File: src/rtl/dsp_bist_pkg.sv
// Shared types and constants for the DSP48A1 register-stage self-test engine.
package dsp_bist_pkg;

  typedef enum logic [2:0] {
    IDLE,
    RESET_DUT,
    RUN,
    DRAIN,
    DONE
  } state_t;

  localparam logic [31:0] LFSR_TAPS = 32'h8020_0003;
  localparam logic [7:0]  NO_FAIL   = 8'hFF;

  // Right-shifting Galois step for x^32+x^22+x^2+x+1
  function automatic logic [31:0] lfsr_next(input logic [31:0] q);
    return {1'b0, q[31:1]} ^ (q[0] ? LFSR_TAPS : 32'h0);
  endfunction

endpackage

File: src/rtl/reg_stage_bist_if.sv
// Bundle between the self-test engine (master) and the register stage under check (slave).
interface reg_stage_bist_if #(
  parameter int SIZE = 18
);
  logic            start;
  logic [SIZE-1:0] dut_out;
  logic [SIZE-1:0] drive_in;
  logic            drive_ce;
  logic            drive_rst;
  logic            busy;
  logic            done;
  logic            pass;
  logic [7:0]      err_count;
  logic [7:0]      first_fail_idx;

  modport master (
    input  start, dut_out,
    output drive_in, drive_ce, drive_rst, busy, done, pass, err_count, first_fail_idx
  );

  modport slave (
    output start, dut_out,
    input  drive_in, drive_ce, drive_rst, busy, done, pass, err_count, first_fail_idx
  );
endinterface

File: src/rtl/lfsr32.sv
// 32-bit Galois LFSR with seed load and step enable; reset also loads the seed.
module lfsr32
  import dsp_bist_pkg::*;
(
  input  logic        clk,
  input  logic        RST,
  input  logic        load,
  input  logic [31:0] seed,
  input  logic        advance,
  output logic [31:0] q
);

  always_ff @(posedge clk) begin
    if (RST || load) begin
      q <= seed;
    end else if (advance) begin
      q <= lfsr_next(q);
    end
  end

endmodule

File: src/rtl/reg_stage_bist.sv
// Stimulus-and-check engine for a DSP48A1 register-mux stage: drives LFSR vectors,
// tracks a shadow copy of the stage and counts output mismatches.
module reg_stage_bist
  import dsp_bist_pkg::*;
#(
  parameter int          SIZE        = 18,
  parameter int          SEL         = 1,
  parameter int          NUM_VECTORS = 10,
  parameter int          RST_CYCLES  = 2,
  parameter int          RST_EVERY   = 0,
  parameter int          CE_RANDOM   = 0,
  parameter logic [31:0] SEED        = 32'hACE1_1234
) (
  input logic           clk,
  input logic           RST,
  reg_stage_bist_if.master bus
);

  localparam int         RE_DIV   = (RST_EVERY == 0) ? 1 : RST_EVERY;
  localparam logic [7:0]  LAST_VEC = 8'(NUM_VECTORS - 1);
  localparam logic [15:0] LAST_RST = 16'(RST_CYCLES - 1);

  state_t          state;
  logic [15:0]     rcnt;
  logic [7:0]      vidx;
  logic [SIZE-1:0] shadow;
  logic [SIZE-1:0] expected;
  logic [31:0]     lfsr_q;
  logic            load;
  logic            advance;
  logic            cmp_en;
  logic            mismatch;
  logic [7:0]      err_next;
  logic            lfsr_unused;

  function automatic logic [7:0] sat_inc(input logic [7:0] v);
    return (v == 8'hFF) ? v : v + 8'd1;
  endfunction

  function automatic logic vec_rst(input logic [7:0] k);
    return (RST_EVERY != 0) && (((int'(k) + 1) % RE_DIV) == 0);
  endfunction

  function automatic logic vec_ce(input logic [31:0] l);
    return (CE_RANDOM != 0) ? l[31] : 1'b1;
  endfunction

  lfsr32 u_lfsr (
    .clk    (clk),
    .RST    (RST),
    .load   (load),
    .seed   (SEED),
    .advance(advance),
    .q      (lfsr_q)
  );

  assign lfsr_unused = ^lfsr_q;

  always_comb begin
    load     = (state == IDLE) && bus.start;
    advance  = ((state == RESET_DUT) && (rcnt == LAST_RST)) ||
               ((state == RUN) && (vidx != LAST_VEC));
    expected = (SEL != 0) ? shadow : bus.drive_in;
    if (SEL != 0) begin
      cmp_en = ((state == RUN) && (vidx != 8'd0)) || (state == DRAIN);
    end else begin
      cmp_en = (state == RUN);
    end
    mismatch = cmp_en && (bus.dut_out != expected);
    err_next = mismatch ? sat_inc(bus.err_count) : bus.err_count;
  end

  // Shadow follows the same reset/enable rule as the stage under check
  always_ff @(posedge clk) begin
    if (RST || bus.drive_rst) begin
      shadow <= '0;
    end else if (bus.drive_ce) begin
      shadow <= bus.drive_in;
    end
  end

  always_ff @(posedge clk) begin
    if (RST) begin
      state              <= IDLE;
      rcnt               <= '0;
      vidx               <= '0;
      bus.drive_in       <= '0;
      bus.drive_ce       <= 1'b0;
      bus.drive_rst      <= 1'b0;
      bus.busy           <= 1'b0;
      bus.done           <= 1'b0;
      bus.pass           <= 1'b0;
      bus.err_count      <= '0;
      bus.first_fail_idx <= NO_FAIL;
    end else begin
      bus.done <= 1'b0;
      if (mismatch) begin
        bus.err_count <= err_next;
        if (bus.first_fail_idx == NO_FAIL) bus.first_fail_idx <= vidx;
      end
      unique case (state)
        IDLE: begin
          if (bus.start) begin
            state              <= RESET_DUT;
            rcnt               <= '0;
            vidx               <= '0;
            bus.busy           <= 1'b1;
            bus.pass           <= 1'b0;
            bus.err_count      <= '0;
            bus.first_fail_idx <= NO_FAIL;
            bus.drive_in       <= '0;
            bus.drive_ce       <= 1'b1;
            bus.drive_rst      <= 1'b1;
          end
        end
        RESET_DUT: begin
          if (rcnt == LAST_RST) begin
            state         <= RUN;
            bus.drive_in  <= lfsr_q[SIZE-1:0];
            bus.drive_ce  <= vec_ce(lfsr_q);
            bus.drive_rst <= vec_rst(8'd0);
          end else begin
            rcnt <= rcnt + 16'd1;
          end
        end
        RUN: begin
          if (vidx == LAST_VEC) begin
            state         <= DRAIN;
            bus.drive_ce  <= 1'b0;
            bus.drive_rst <= 1'b0;
          end else begin
            vidx          <= vidx + 8'd1;
            bus.drive_in  <= lfsr_q[SIZE-1:0];
            bus.drive_ce  <= vec_ce(lfsr_q);
            bus.drive_rst <= vec_rst(vidx + 8'd1);
          end
        end
        DRAIN: begin
          // err_next folds in a mismatch seen this cycle before the verdict
          state    <= DONE;
          bus.done <= 1'b1;
          bus.pass <= (err_next == 8'd0);
        end
        DONE: begin
          state    <= IDLE;
          bus.busy <= 1'b0;
        end
        default: begin
          state    <= IDLE;
          bus.busy <= 1'b0;
        end
      endcase
    end
  end

endmodule

File: src/flat_wrapper.sv
// flat-port wrapper written by rule: the top's interface ports become plain ports
module reg_stage_bist_flat import dsp_bist_pkg::*;
#(
  parameter int          SIZE        = 18,
  parameter int          SEL         = 1,
  parameter int          NUM_VECTORS = 10,
  parameter int          RST_CYCLES  = 2,
  parameter int          RST_EVERY   = 0,
  parameter int          CE_RANDOM   = 0,
  parameter logic [31:0] SEED        = 32'hACE1_1234
)
  (clk, RST, bus_start, bus_dut_out, bus_drive_in, bus_drive_ce, bus_drive_rst, bus_busy, bus_done, bus_pass, bus_err_count, bus_first_fail_idx);
  reg_stage_bist_if #(.SIZE(SIZE)) bus_i ();
  input logic clk;
  input logic RST;
  input wire logic [$bits(bus_i.start)-1:0] bus_start;
  input wire logic [$bits(bus_i.dut_out)-1:0] bus_dut_out;
  output wire logic [$bits(bus_i.drive_in)-1:0] bus_drive_in;
  output wire logic [$bits(bus_i.drive_ce)-1:0] bus_drive_ce;
  output wire logic [$bits(bus_i.drive_rst)-1:0] bus_drive_rst;
  output wire logic [$bits(bus_i.busy)-1:0] bus_busy;
  output wire logic [$bits(bus_i.done)-1:0] bus_done;
  output wire logic [$bits(bus_i.pass)-1:0] bus_pass;
  output wire logic [$bits(bus_i.err_count)-1:0] bus_err_count;
  output wire logic [$bits(bus_i.first_fail_idx)-1:0] bus_first_fail_idx;
  assign bus_i.start = bus_start;
  assign bus_i.dut_out = bus_dut_out;
  assign bus_drive_in = bus_i.drive_in;
  assign bus_drive_ce = bus_i.drive_ce;
  assign bus_drive_rst = bus_i.drive_rst;
  assign bus_busy = bus_i.busy;
  assign bus_done = bus_i.done;
  assign bus_pass = bus_i.pass;
  assign bus_err_count = bus_i.err_count;
  assign bus_first_fail_idx = bus_i.first_fail_idx;
  reg_stage_bist #(.SIZE(SIZE), .SEL(SEL), .NUM_VECTORS(NUM_VECTORS), .RST_CYCLES(RST_CYCLES), .RST_EVERY(RST_EVERY), .CE_RANDOM(CE_RANDOM), .SEED(SEED)) u_core (.clk(clk), .RST(RST), .bus(bus_i));
endmodule
File: config.mk
export PLATFORM = sky130hd
export DESIGN_NAME = reg_stage_bist_flat
export DESIGN_NICKNAME = d
export VERILOG_FILES = /design/src/rtl/dsp_bist_pkg.sv /design/src/rtl/reg_stage_bist_if.sv /design/src/rtl/lfsr32.sv /design/src/rtl/reg_stage_bist.sv /design/src/flat_wrapper.sv
export SDC_FILE = /design/constraint.sdc
export NUM_CORES = 1
export LEC_CHECK = 0
export ABC_AREA = 0
export ABC_CLOCK_PERIOD_IN_PS = 2660
export CORE_ASPECT_RATIO = 0.8
export CORE_MARGIN = 8
export CORE_UTILIZATION = 55
export DETAILED_ROUTE_END_ITERATION = 7
export GPL_TIMING_DRIVEN = 0
export PLACE_DENSITY = 0.87
export SLEW_MARGIN = 30
export SYNTH_ARGS = -nofsm -noshare
export SYNTH_HDL_FRONTEND = slang
export SYNTH_SLANG_ARGS = --single-unit
File: constraint.sdc
create_clock -name clk -period 2.66 [get_ports clk]
set_input_delay 0.532 -clock clk [delete_from_list [all_inputs] [get_ports clk]]
set_output_delay 0.532 -clock clk [all_outputs]
set_load 0.05 [all_outputs]
; Word level (Yosys, flattened, before mapping)
; Index checks and enable logic that the tools add are counted.
[op_classes]
n_reduce_logical = 24
eq_ne = 14
bitwise = 2
muxes = 34
addsub = 3
[op_table]
columns = cell, count
row1 = 8-bit two-way mux, 11
row2 = 18-bit two-way mux, 3
row3 = 18-bit case mux with 3 select lines, 1
row4 = 16-bit two-way mux, 2
row5 = 32-bit two-way mux, 1
row6 = 16-bit case mux with 2 select lines, 1
row7 = 31-bit by 32-bit XOR with 32-bit output, 1
row8 = 18-bit inequality test, 1
row9 = 16-bit by 1-bit adder with 16-bit output (second input constant), 1
row10 = 8-bit by 1-bit adder with 8-bit output (second input constant), 2
row11 = 16-bit by 1-bit == test with 1-bit output (second input constant), 1
row12 = 8-bit == test (second input constant), 2
row13 = 8-bit case mux with 2 select lines, 1
row14 = 3-bit case mux with 4 select lines, 1
row15 = 3-bit AND reduction, 4
row16 = 2-bit inequality test (second input constant), 5
row17 = 3-bit two-way mux, 3
row18 = 8-bit by 4-bit == test with 1-bit output (second input constant), 1
row19 = 8-bit zero test, 1
row20 = 8-bit by 4-bit inequality test with 1-bit output (second input constant), 1
row21 = 8-bit nonzero test, 1
row22 = 3-bit by 2-bit == test with 1-bit output (second input constant), 2
row23 = 1-bit two-way mux, 6
row24 = 1-bit case mux with 3 select lines, 2
row25 = other kinds (11), 22
[totals]
output_inout_bits = 39
ff_bits = 116

; Longest topological paths before layout
; Gate-level depths: netlist of the first run.
[depth]
ltp_word = 8
mapped_depth = 10
mapped_depth_nobuf = 9

; Cells and area by module
; A second synthesis of the first run with hierarchy kept.
[unflattened]
cells_unflattened = 508
hier_area_um2 = 5235.0
[by_module_without_submodules]
columns = module, cells_per_inst, area_each_um2, n_inst
row1 = reg_stage_bist, 436, 3819.9, 1
row2 = lfsr32, 72, 1415.1, 1

; Least setup slack after synthesis of the first run
; Ideal clock, no wire load.
[synth_timing]
kind = register to register
from = reg u_core.rcnt[0]
to = reg u_core.u_lfsr.q[21]
stages_incl_launch_ff = 10
setup_slack_ns = 0.541
n_path_buf = 1
setup_ns = 0.134
arrival_time_ns = 1.985
path_cell_list = dfxtp_1 > ha_1 > nor4b_2 > nand4_1 > o22a_1 > or3_4 > nand2b_4 > buf_6 > nand2_1 > o211ai_2
[synth_via]
elab_chain_len = 3
[synth_lines]
columns = item, line_no
row1 = start: declaration, reg_stage_bist.sv:24  ; logic [15:0] rcnt;
row2 = start signal: assignment, reg_stage_bist.sv:123  ; rcnt <= rcnt + 16'd1;
row3 = 16-bit by 1-bit == test with 1-bit output, reg_stage_bist.sv:61  ; advance = ((state == RESET_DUT) && (rcnt == LAST_RST)) ||
row4 = 1-bit logical AND, reg_stage_bist.sv:61
row5 = 1-bit logical OR, reg_stage_bist.sv:61
row6 = end signal: assignment, lfsr32.sv:17  ; q <= lfsr_next(q);
row7 = end: declaration, lfsr32.sv:10  ; output logic [31:0] q
; No other way between the ends.
; A chain may end at the register's enable or synchronous reset.

; Final worst setup path of the first run
[layout_timing]
from = reg u_core.rcnt[0]
to = reg u_core.u_lfsr.q[10]
; Same word-level chain as after synthesis.

==> results of run 1 <==
==> cells in the final DEF (no fill, tap or decap), types with 10 or more instances in the layout <==
master	count
dfxtp_1	116
nand2_1	103
nor2_1	68
clkdlybuf4s50_1	59
a21oi_1	46
xor2_1	31
nand3_1	25
mux2i_1	21
clkbuf_1	17
clkbuf_16	16
xnor2_1	13
o21ai_0	12
nand4_1	11
nor4_1	10
==> cell families (layout without fill, tap and decap cells) <==
logic type               after synthesis  count (layout)  share of synthesized area
multiplexers                          21              21                     0.0440
XOR/XNOR                              44              44                     0.0806
AO/OA/AOI/OAI                         76              76                     0.0887
buffers and inverters                 34             125                     0.0332
flip-flops                           116             116                      0.486
adder cells (fa/ha/maj)                6               6                     0.0157
AND/OR/NAND/NOR                      260             260                      0.252
==> power breakdown <==
group,internal (mW),switching [mW]
Sequential,1.78,0.0267
Clock,1.50,0.797
Combinational,0.142,0.254
==> layer usage <==
layer  part of all wire  GRT usage  vias to the layer above
li1                   -          -                     2041
met1               0.44      0.253                     2074
met2               0.48      0.352                      171
met3              0.071     0.0600                       21
met4              0.015     0.0824                        0
met5                  0          0                        -
==> metrics by stage <==
| stage | hold WS, ns | util |
|---|---|---|
| final | 0.456 | 0.724 |
| after global routing | 0.471 | 0.724 |
| after CTS | 0.455 | 0.722 |
| after detailed placement | 0.444 | 0.650 |
| after global placement | 0.439 | 0.650 |
| after floorplan | 0.432 | - |
==> worst register-to-register path: cells and delay by family, from the launching register on <==
kind	cells	cell delay, ns
simple gates	4	0.99
compound gates	2	0.53
flops	1	0.41
buf+inv	1	0.30
fa+ha+maj	1	0.18
==> area by class of cell <==
class                           instances  area, µm²  share of cell area
Clock buffer                           21        459              0.0748
Clock inverter                         11        151              0.0247
Timing Repair Buffer                   59        591              0.0962
Tap cell                              112        140              0.0228
Multi-Input combinational cell        407       2310               0.377
Sequential cell                       116       2320               0.378
Buffer                                 28        139              0.0226
Inverter                                6       22.5             0.00367
==> sequential cells by signal, indices dropped and copies added (netlist names) <==
signal	flops
u_core.bus.busy	1
u_core.bus.drive_rst	1
u_core.rcnt	16
u_core.bus.err_count	8
u_core.bus.pass	1
u_core.bus.drive_in	18
u_core.bus.done	1
u_core.bus.drive_ce	1
u_core.expected	18
u_core.vidx	8
u_core.u_lfsr.q	32
u_core.bus.first_fail_idx	8
u_core.state	3
==> final timing paths <==
path	start	endpoint	slack, ns	cells after the start
setup reg to reg	u_core.rcnt[0]$_SDFFE_PP0P_	u_core.u_lfsr.q[10]$_SDFFE_PP0P_	0.17	8
setup / recovery	u_core.rcnt[0]$_SDFFE_PP0P_	u_core.u_lfsr.q[10]$_SDFFE_PP0P_	0.17	8
hold reg to reg	u_core.u_lfsr.q[24]$_SDFFE_PP0P_	u_core.u_lfsr.q[24]$_SDFFE_PP0P_	0.46	2
hold / removal	u_core.u_lfsr.q[24]$_SDFFE_PP0P_	u_core.u_lfsr.q[24]$_SDFFE_PP0P_	0.46	2
==> repair_timing <==
action,CTS,global route
buffers inserted,0,0
resized for setup,0,5
endpoints found under the hold margin,0,0
setup endpoints to repair,0,13
==> impl_metrics.csv, run 1 <==
group,metric,value,unit
status,status,"finished, final reports clean",
drt,drt-pass1-iter-count,5,
global_routing,track_usage,0.211,
logic_synthesis,synth_common_cells,"dfxtp_1 (116), nand2_1 (103), nor2_1 (68)",
logic_synthesis,synthFlopType,"dfxtp_1",
logic_synthesis,netlist_area,4780,µm²
floorplanning,die_y,99.4,µm
global_routing,grt_pass1_vias,4124,
logic_synthesis,ys_ff_latch,116,
timing,hold_viol_final,0,
cells_and_area,postLayoutCellArea,6140,µm²
logic_synthesis,synth.largest_area_cell,"dfxtp_1",
timing,min_period,2.49,ns
placement,dp_worst_setup_slack,-0.334,ns
floorplanning,die_x,120,µm
timing,maxSlewHeadroom,0.495,
worst_setup_path,cp_num_buf_inv,1,
logic_synthesis,synthesis.nets,584,
drt,routedWlPerCell,16.4,µm
worst_setup_path,end_kind,"flip-flop",
global_routing,grt_max_degree,17,
drt,dr.first_iter.drc_count,391,
drt,antenna_left,0,
cells_and_area,drive_gt1_frac,0.0802,
clock_network,htree_levels,4,
logic_synthesis,synthDistinctLibCells,42,
worst_setup_path,arrival,2.92,ns
worst_setup_path,startpoint_type,"flip-flop",
logic_synthesis,yosys.area.top_type_share,0.486,
timing,layout_setup_ws,0.167,ns
floorplanning,rows,30,
clock_network,ctsHoldBuffers,0,
timing,setup_viol,0,
clock_network,cts_tree,"yes",
cells_and_area,final_nets,662,
clock_network,cts_root_buf,"clkbuf_8",
clock_network,cts_buffers,17,
logic_synthesis,synth_edf_count,0,
floorplanning,io_pins,60,
cells_and_area,fillCellCount,588,
timing,drv_slew,0,
timing,fin_crit_sh,0.937,
logic_synthesis,ys_seq_area_frac,0.486,
pwr,fin_total_pwr,4.50,mW
timing,finClkSkew,0.00925,ns
worst_setup_path,cp_slowest_stage_delay,0.41,ns
timing,max_clock_freq,0.401,GHz
floorplanning,dieArea,12000,µm²
drt,via_per_inst,5.67,
worst_setup_path,worstPathCellList,"ha_1, nor4b_2, nand4_1, o22a_1, nor4b_4, buf_2, nand2_1, a21oi_1",
placement,gp_congestion,0.885,
worst_setup_path,crit_type,"reg -> reg",
clock_network,clk_latency,0.52,ns
worst_setup_path,critical_path_peak_fanout,10,
logic_synthesis,syn_inst,557,
pwr,powerDensity,733,nW/µm²
cells_and_area,antennaDiodeCount,0,
timing,setup_tns,0,ns
cells_and_area,final_cells,760,
logic_synthesis,synth_most_common_cell,"dfxtp_1",
floorplanning,start_util,0.564,
worst_setup_path,crit_family,"simple AND/OR/NAND/NOR gates",
logic_synthesis,syn_area_per_cell,8.59,µm²
clock_network,path_clk_slew,0.05,ns
drt,wl,12.5,mm
placement,port_buffers,59,
logic_synthesis,synth_area_leaders,"dfxtp_1 (49%), nand2_1 (8.1%), xor2_1 (5.7%), nor2_1 (5.3%), a21oi_1 (4.8%)",
timing,tightest_slew,0.757,ns
clock_network,cts.path.max_buffers,2,
logic_synthesis,yosysWarnings,0,
floorplanning,core_area,8480,µm²
drt,vias,4307,
placement,dpl.hpwl,8.43,mm
cells_and_area,area_growth,28.4,%
run,drv_cap,0,
pwr,p_leak,2.31,nW
global_routing,antenna_found_initial,0,
hold_path,hp-class,"reg -> reg",
global_routing,overflow,0,
clock_network,numClockSinks,116,
pwr,peakVddDrop,447,µV
drt,drc,0,
worst_setup_path,cp.required,3.09,ns
logic_synthesis,synth-async-reset-ratio,0,
global_routing,grt_pass1_wl,20.3,mm
placement,dp_cells,728,
placement,dpl_cell_area,5510,µm²
worst_setup_path,worst_path_max_delay_cell,"dfxtp_1",
Power figures use the tool's default switching activity.
==> inputs of run 2 (changes only) <==
Settings changed: ABC_AREA 0 to 1, CORE_ASPECT_RATIO 0.8 to 1.2, CORE_UTILIZATION 55 to 56, PLACE_DENSITY 0.87 to 0.88.
==> run 2 against run 1 <==
Against the previous run:
- sequential power up 22%
- area after synthesis up 7.7%
- sequential share of layout area shrank 2.2 points
- sequential cell count stayed put
- setup slack better by 0.15 ns
- clock skew is 0.00097 ns higher
- cell count rose by 21%
- utilization up 0.18 points
- global-route usage increased by 1.1 points
- critical endpoint is now bus_err_count[3]
- highest routed layer unchanged
==> impl_metrics.csv, run 2 <==
group,metric,value,unit
cells_and_area,multiInputGateArea,2410,µm²
placement,port_buffers,59,
logic_synthesis,synth-async-reset-ratio,0,
logic_synthesis,synthDistinctLibCells,37,
worst_setup_path,end_kind,"primary output",
cells_and_area,seq_area,2320,µm²
cells_and_area,antennaDiodeCount,0,
cells_and_area,regMostFlops,"u_core.u_lfsr.q",
worst_setup_path,cp_slowest_stage_delay,0.85,ns
logic_synthesis,yosysWarnings,0,
logic_synthesis,syn_area_per_cell,7.24,µm²
floorplanning,io_pins,60,
floorplanning,dieArea,12500,µm²
worst_setup_path,arrival,1.81,ns
logic_synthesis,synth.largest_area_cell,"dfxtp_1",
timing,finClkSkew,0.0102,ns
timing,min_period,2.35,ns
drt,antenna_left,0,
worst_setup_path,r2r-end,"u_core.bus.first_fail_idx[4]$_SDFF_PP1_",
logic_synthesis,syn_inst,712,
status,status,"finished, final reports clean",
worst_setup_path,cp.depth,1,
timing,setup_tns,0,ns
timing,tightest_slew,0.637,ns
pwr,peakVddDrop,528,µV
worst_setup_path,startpoint_type,"flip-flop",
pwr,p_leak,2.62,nW
floorplanning,core_area,8990,µm²
worst_setup_path,r2r_cells,11,
worst_setup_path,cp_num_buf_inv,1,
floorplanning,die_y,121,µm
worst_setup_path,crit_family,"buffers and inverters",
cells_and_area,fillCellCount,643,
worst_setup_path,reg2reg_slack,0.55,ns
cells_and_area,drive_gt1_frac,0.0984,
logic_synthesis,synthesis.nets,739,
floorplanning,die_x,104,µm
worst_setup_path,cp.required,2.13,ns
cells_and_area,area_growth,26.5,%
worst_setup_path,r2r-start,"u_core.vidx[0]$_SDFFE_PP0P_",
global_routing,overflow,0,
clock_network,cts.path.max_buffers,2,
worst_setup_path,critical_path_peak_fanout,6,
logic_synthesis,synth_common_cells,"nand2_1 (187), dfxtp_1 (116), a21oi_1 (74)",
logic_synthesis,synth_most_common_cell,"nand2_1",
drt,wl,13.7,mm
logic_synthesis,synth_area_leaders,"dfxtp_1 (45%), nand2_1 (14%), a21oi_1 (7.2%), inv_1 (5.0%), nor2_1 (5.0%)",
placement,gp_congestion,0.956,
drt,routedWlPerCell,14.8,µm
global_routing,grt_pass1_vias,5000,
logic_synthesis,yosys.area.top_type_share,0.451,
logic_synthesis,synthFlopType,"dfxtp_1",
hold_path,hp-class,"reg -> reg",
logic_synthesis,synth_edf_count,0,
drt,dr.first_iter.drc_count,454,
global_routing,grt_max_degree,17,
timing,setup_viol,0,
cells_and_area,final_common_cell,"nand2_1",
logic_synthesis,ys_seq_area_frac,0.451,
clock_network,post_cts_buffers,0,
timing,drv_slew,0,
drt,drt-pass1-iter-count,5,
timing,fin_crit_sh,0.882,
floorplanning,start_util,0.573,
timing,hold_viol_final,0,
clock_network,numClockSinks,116,
cells_and_area,final_cell_mix,"nand2_1 (187), dfxtp_1 (116), a21oi_1 (74)",
logic_synthesis,netlist_area,5150,µm²
drt,via_per_inst,5.50,
cells_and_area,largest_reg_flops,32,
worst_setup_path,worstPathCellList,"clkdlybuf4s50_1",
placement,dp_worst_setup_slack,-0.00963,ns
global_routing,grt_pass1_wl,22.9,mm
clock_network,clk_latency,0.52,ns
clock_network,htree_levels,4,
worst_setup_path,worst_path_max_delay_cell,"clkdlybuf4s50_1",
clock_network,cts_resized,0,
worst_setup_path,crit_type,"reg -> out",
drt,drc,0,
timing,maxSlewHeadroom,0.575,
placement,dpl.hpwl,9.53,mm
clock_network,cts_buffers,17,
clock_network,ctsHoldBuffers,0,
worst_setup_path,critPathCapture,"bus_err_count[3]",
global_routing,track_usage,0.222,
timing,grt_setup_unrepaired,"no",
clock_network,cts_tree,"yes",
worst_setup_path,crit_start,"u_core.bus.err_count[3]$_SDFF_PP0_",
pwr,powerDensity,1010,nW/µm²
run,drv_cap,0,
timing,layout_setup_ws,0.315,ns
timing,max_clock_freq,0.426,GHz
clock_network,cts_root_buf,"clkbuf_8",
cells_and_area,final_nets,817,
logic_synthesis,ys_ff_latch,116,
global_routing,antenna_found_initial,0,
floorplanning,rows,38,
clock_network,path_clk_slew,0.05,ns
drt,vias,5072,
==> run 2: cell count changes in the layout (fill, tap and decap cells not counted), sizes merged, moves of 8 or more <==
| cell | previous run | this run |
|---|---|---|
| xor2 | 31 | 7 |
| a21oi | 46 | 76 |
| mux2i | 21 | 0 |
| and3 | 8 | 0 |
| nand3 | 25 | 50 |
| o21ai | 14 | 36 |
| nand2 | 103 | 197 |
| inv | 6 | 78 |
==> run 2: cell families after synthesis <==
family	count (synthesis)	synth area share
flip-flops	116	0.451
buffers and inverters	102	0.0821
AND/OR/NAND/NOR	350	0.300
XOR/XNOR	15	0.0255
adder cells (fa/ha/maj)	6	0.0146
AO/OA/AOI/OAI	123	0.127
==> run 2: per-layer routing <==
layer  share of wire  global-route usage
met5               0                   0
met1            0.36               0.217
met2            0.51               0.398
met4           0.052               0.149
met3           0.072              0.0696
==> run 2: how the worst min path moves through the flow <==
stage	startpoint	end	slack, ns	cells past startpoint
4_1_cts	u_core.u_lfsr.q[12]$_SDFFE_PP1P_	u_core.u_lfsr.q[12]$_SDFFE_PP1P_	0.46	2
3_5_place_dp	u_core.u_lfsr.q[31]$_SDFFE_PP1P_	u_core.u_lfsr.q[31]$_SDFFE_PP1P_	0.45	2
3_3_place_gp	u_core.u_lfsr.q[23]$_SDFFE_PP1P_	u_core.u_lfsr.q[23]$_SDFFE_PP1P_	0.44	2
5_1_grt	u_core.u_lfsr.q[7]$_SDFFE_PP0P_	u_core.u_lfsr.q[7]$_SDFFE_PP0P_	0.47	2
2_1_floorplan	u_core.u_lfsr.q[12]$_SDFFE_PP1P_	u_core.u_lfsr.q[12]$_SDFFE_PP1P_	0.43	2
6_report	u_core.u_lfsr.q[10]$_SDFFE_PP0P_	u_core.u_lfsr.q[10]$_SDFFE_PP0P_	0.46	2
==> run 2: area by class of cell <==
| cell class | count | share of cell area |
|---|---|---|
| multi-input combinational | 494 | 0.369 |
| sequential | 116 | 0.356 |
| timing repair buffer | 59 | 0.0906 |
| clock buffer | 24 | 0.0737 |
| inverter | 78 | 0.0449 |
| tap | 120 | 0.0230 |
| clock inverter | 8 | 0.0225 |
| buffer | 24 | 0.0200 |
==> run 2: stage by stage <==
| stage | hold WS, ns | power [mW] | util | cell area, µm² | cells |
|---|---|---|---|---|---|
| 2_1_floorplan | 0.429 | 3.63 | - | 5150 | 712 |
| 3_3_place_gp | 0.438 | 4.10 | 0.656 | 5890 | 891 |
| 3_5_place_dp | 0.448 | 4.18 | 0.656 | 5890 | 891 |
| 4_1_cts | 0.463 | 6.60 | 0.726 | 6520 | 923 |
| 5_1_grt | 0.473 | 6.93 | 0.726 | 6520 | 923 |
| 6_report | 0.461 | 6.60 | 0.726 | 6520 | 923 |
==> run 2: power by group <==
| group | total [mW] | internal, mW | switching [mW] |
|---|---|---|---|
| Sequential | 2.20 | 2.01 | 0.189 |
| Clock | 2.39 | 1.62 | 0.772 |
| Combinational | 2.01 | 0.632 | 1.38 |
==> inputs of run 3 (changes only) <==
Settings changed: REMOVE_ABC_BUFFERS set to 1.
==> run 3 against run 2 <==
Against the previous run:
- worst hold slack got worse by 0.072 ns
- total power fell by 3.5%
- largest cell class unchanged
- sequential cell count is the same
- global-route usage is 1.5 points lower
- clock power shrank 3%
- cell count fell by 2.5%
==> impl_metrics.csv, run 3 (synthesized netlist as in run 2, its figures left out) <==
group,metric,value,unit
status,status,"finished, final reports clean",
cells_and_area,final_common_cell,"nand2_1",
timing,layout_setup_ws,0.185,ns
clock_network,htree_levels,4,
pwr,fin_total_pwr,6.37,mW
cells_and_area,final_cells,900,
worst_setup_path,cp_slowest_stage_delay,0.88,ns
clock_network,cts.path.max_buffers,2,
placement,dpl_cell_area,5790,µm²
placement,port_buffers,59,
worst_setup_path,end_kind,"primary output",
timing,finClkSkew,0.00793,ns
cells_and_area,final_cell_mix,"nand2_1 (187), dfxtp_1 (116), a21oi_1 (74)",
cells_and_area,regMostFlops,"u_core.u_lfsr.q",
clock_network,clk_latency,0.51,ns
global_routing,grt_pass1_vias,4802,
drt,drc,0,
placement,dp_cells,868,
timing,maxSlewHeadroom,0.497,
global_routing,grt_pass1_wl,21.6,mm
drt,routedWlPerCell,14.4,µm
floorplanning,io_pins,60,
global_routing,overflow,0,
cells_and_area,largest_reg_flops,32,
cells_and_area,postLayoutCellArea,6400,µm²
cells_and_area,antennaDiodeCount,0,
timing,max_clock_freq,0.404,GHz
cells_and_area,final_nets,794,
cells_and_area,drive_gt1_frac,0.0897,
timing,min_period,2.47,ns
worst_setup_path,crit_type,"reg -> out",
clock_network,cts_resized,0,
clock_network,cts_tree,"yes",
cells_and_area,final_util,0.713,
worst_setup_path,arrival,1.94,ns
worst_setup_path,crit_family,"buffers and inverters",
drt,wl,13.0,mm
timing,tightest_slew,0.753,ns
floorplanning,start_util,0.573,
worst_setup_path,critical_path_peak_fanout,10,
worst_setup_path,cp_num_buf_inv,1,
clock_network,cts_root_buf,"clkbuf_8",
clock_network,numClockSinks,116,
clock_network,ctsHoldBuffers,0,
clock_network,path_clk_slew,0.06,ns
global_routing,grt_max_degree,34,
pwr,powerDensity,995,nW/µm²
timing,setup_viol,0,
drt,vias,4813,
pwr,p_leak,2.55,nW
timing,fin_crit_sh,0.930,
drt,drt-pass1-iter-count,5,
drt,antenna_left,0,
floorplanning,rows,38,
worst_setup_path,cp.required,2.13,ns
floorplanning,die_x,104,µm
floorplanning,core_area,8990,µm²
worst_setup_path,worstPathCellList,"clkdlybuf4s50_1",
clock_network,post_cts_buffers,0,
worst_setup_path,worst_path_max_delay_cell,"clkdlybuf4s50_1",
timing,drv_slew,0,
floorplanning,die_y,121,µm
worst_setup_path,startpoint_type,"flip-flop",
cells_and_area,area_growth,24.3,%
global_routing,track_usage,0.207,
placement,dp_worst_setup_slack,-0.0700,ns
clock_network,cts_buffers,17,
timing,grt_setup_unrepaired,"no",
placement,gp_congestion,0.903,
hold_path,hp-class,"in -> reg",
drt,via_per_inst,5.35,
floorplanning,dieArea,12500,µm²
drt,dr.first_iter.drc_count,313,
global_routing,antenna_found_initial,0,
pwr,peakVddDrop,588,µV
cells_and_area,fillCellCount,657,
timing,hold_viol_final,0,
run,drv_cap,0,
placement,dpl.hpwl,8.74,mm
-- run 3: layout make-up --
cell class	count	area, µm²	area share
multi-input combinational	494	2410	0.377
sequential	116	2320	0.363
timing repair buffer	60	613	0.0957
clock buffer	19	442	0.0690
inverter	78	293	0.0457
clock inverter	13	173	0.0270
tap	120	150	0.0234
-- run 3: final timing paths --
check	start	endpoint	cells past startpoint	slack [ns]
worst min-delay path	RST	u_core.rcnt[7]$_SDFFE_PP0P_	2	0.39
worst max-delay path	u_core.bus.drive_ce$_SDFFE_PP0P_	bus_drive_ce	1	0.19
worst min register to register	u_core.u_lfsr.q[29]$_SDFFE_PP1P_	u_core.u_lfsr.q[29]$_SDFFE_PP1P_	2	0.46
worst max register to register	u_core.state[1]$_SDFFE_PP0P_	u_core.u_lfsr.q[24]$_SDFFE_PP0P_	8	0.32
-- run 3: where the power goes --
part | internal, mW | switching (mW) | leakage [nW]
Clock | 1.49 | 0.838 | 0.288
Combinational | 0.528 | 1.31 | 1.32
Sequential | 2.01 | 0.198 | 0.941
Total | 4.03 | 2.34 | 2.55
-- run 3: metal layers --
metal,part of all wire,track usage
met1,0.41,0.211
met2,0.52,0.381
met3,0.046,0.0590
met4,0.023,0.100
met5,0,0
-- run 3: metrics by stage --
stage               hold slack (ns)  TNS (ns)
global route                  0.380         0
detailed placement            0.445    -0.688
floorplan                     0.429         0
CTS                           0.382         0
finish                        0.389         0
global placement              0.440    -42.52
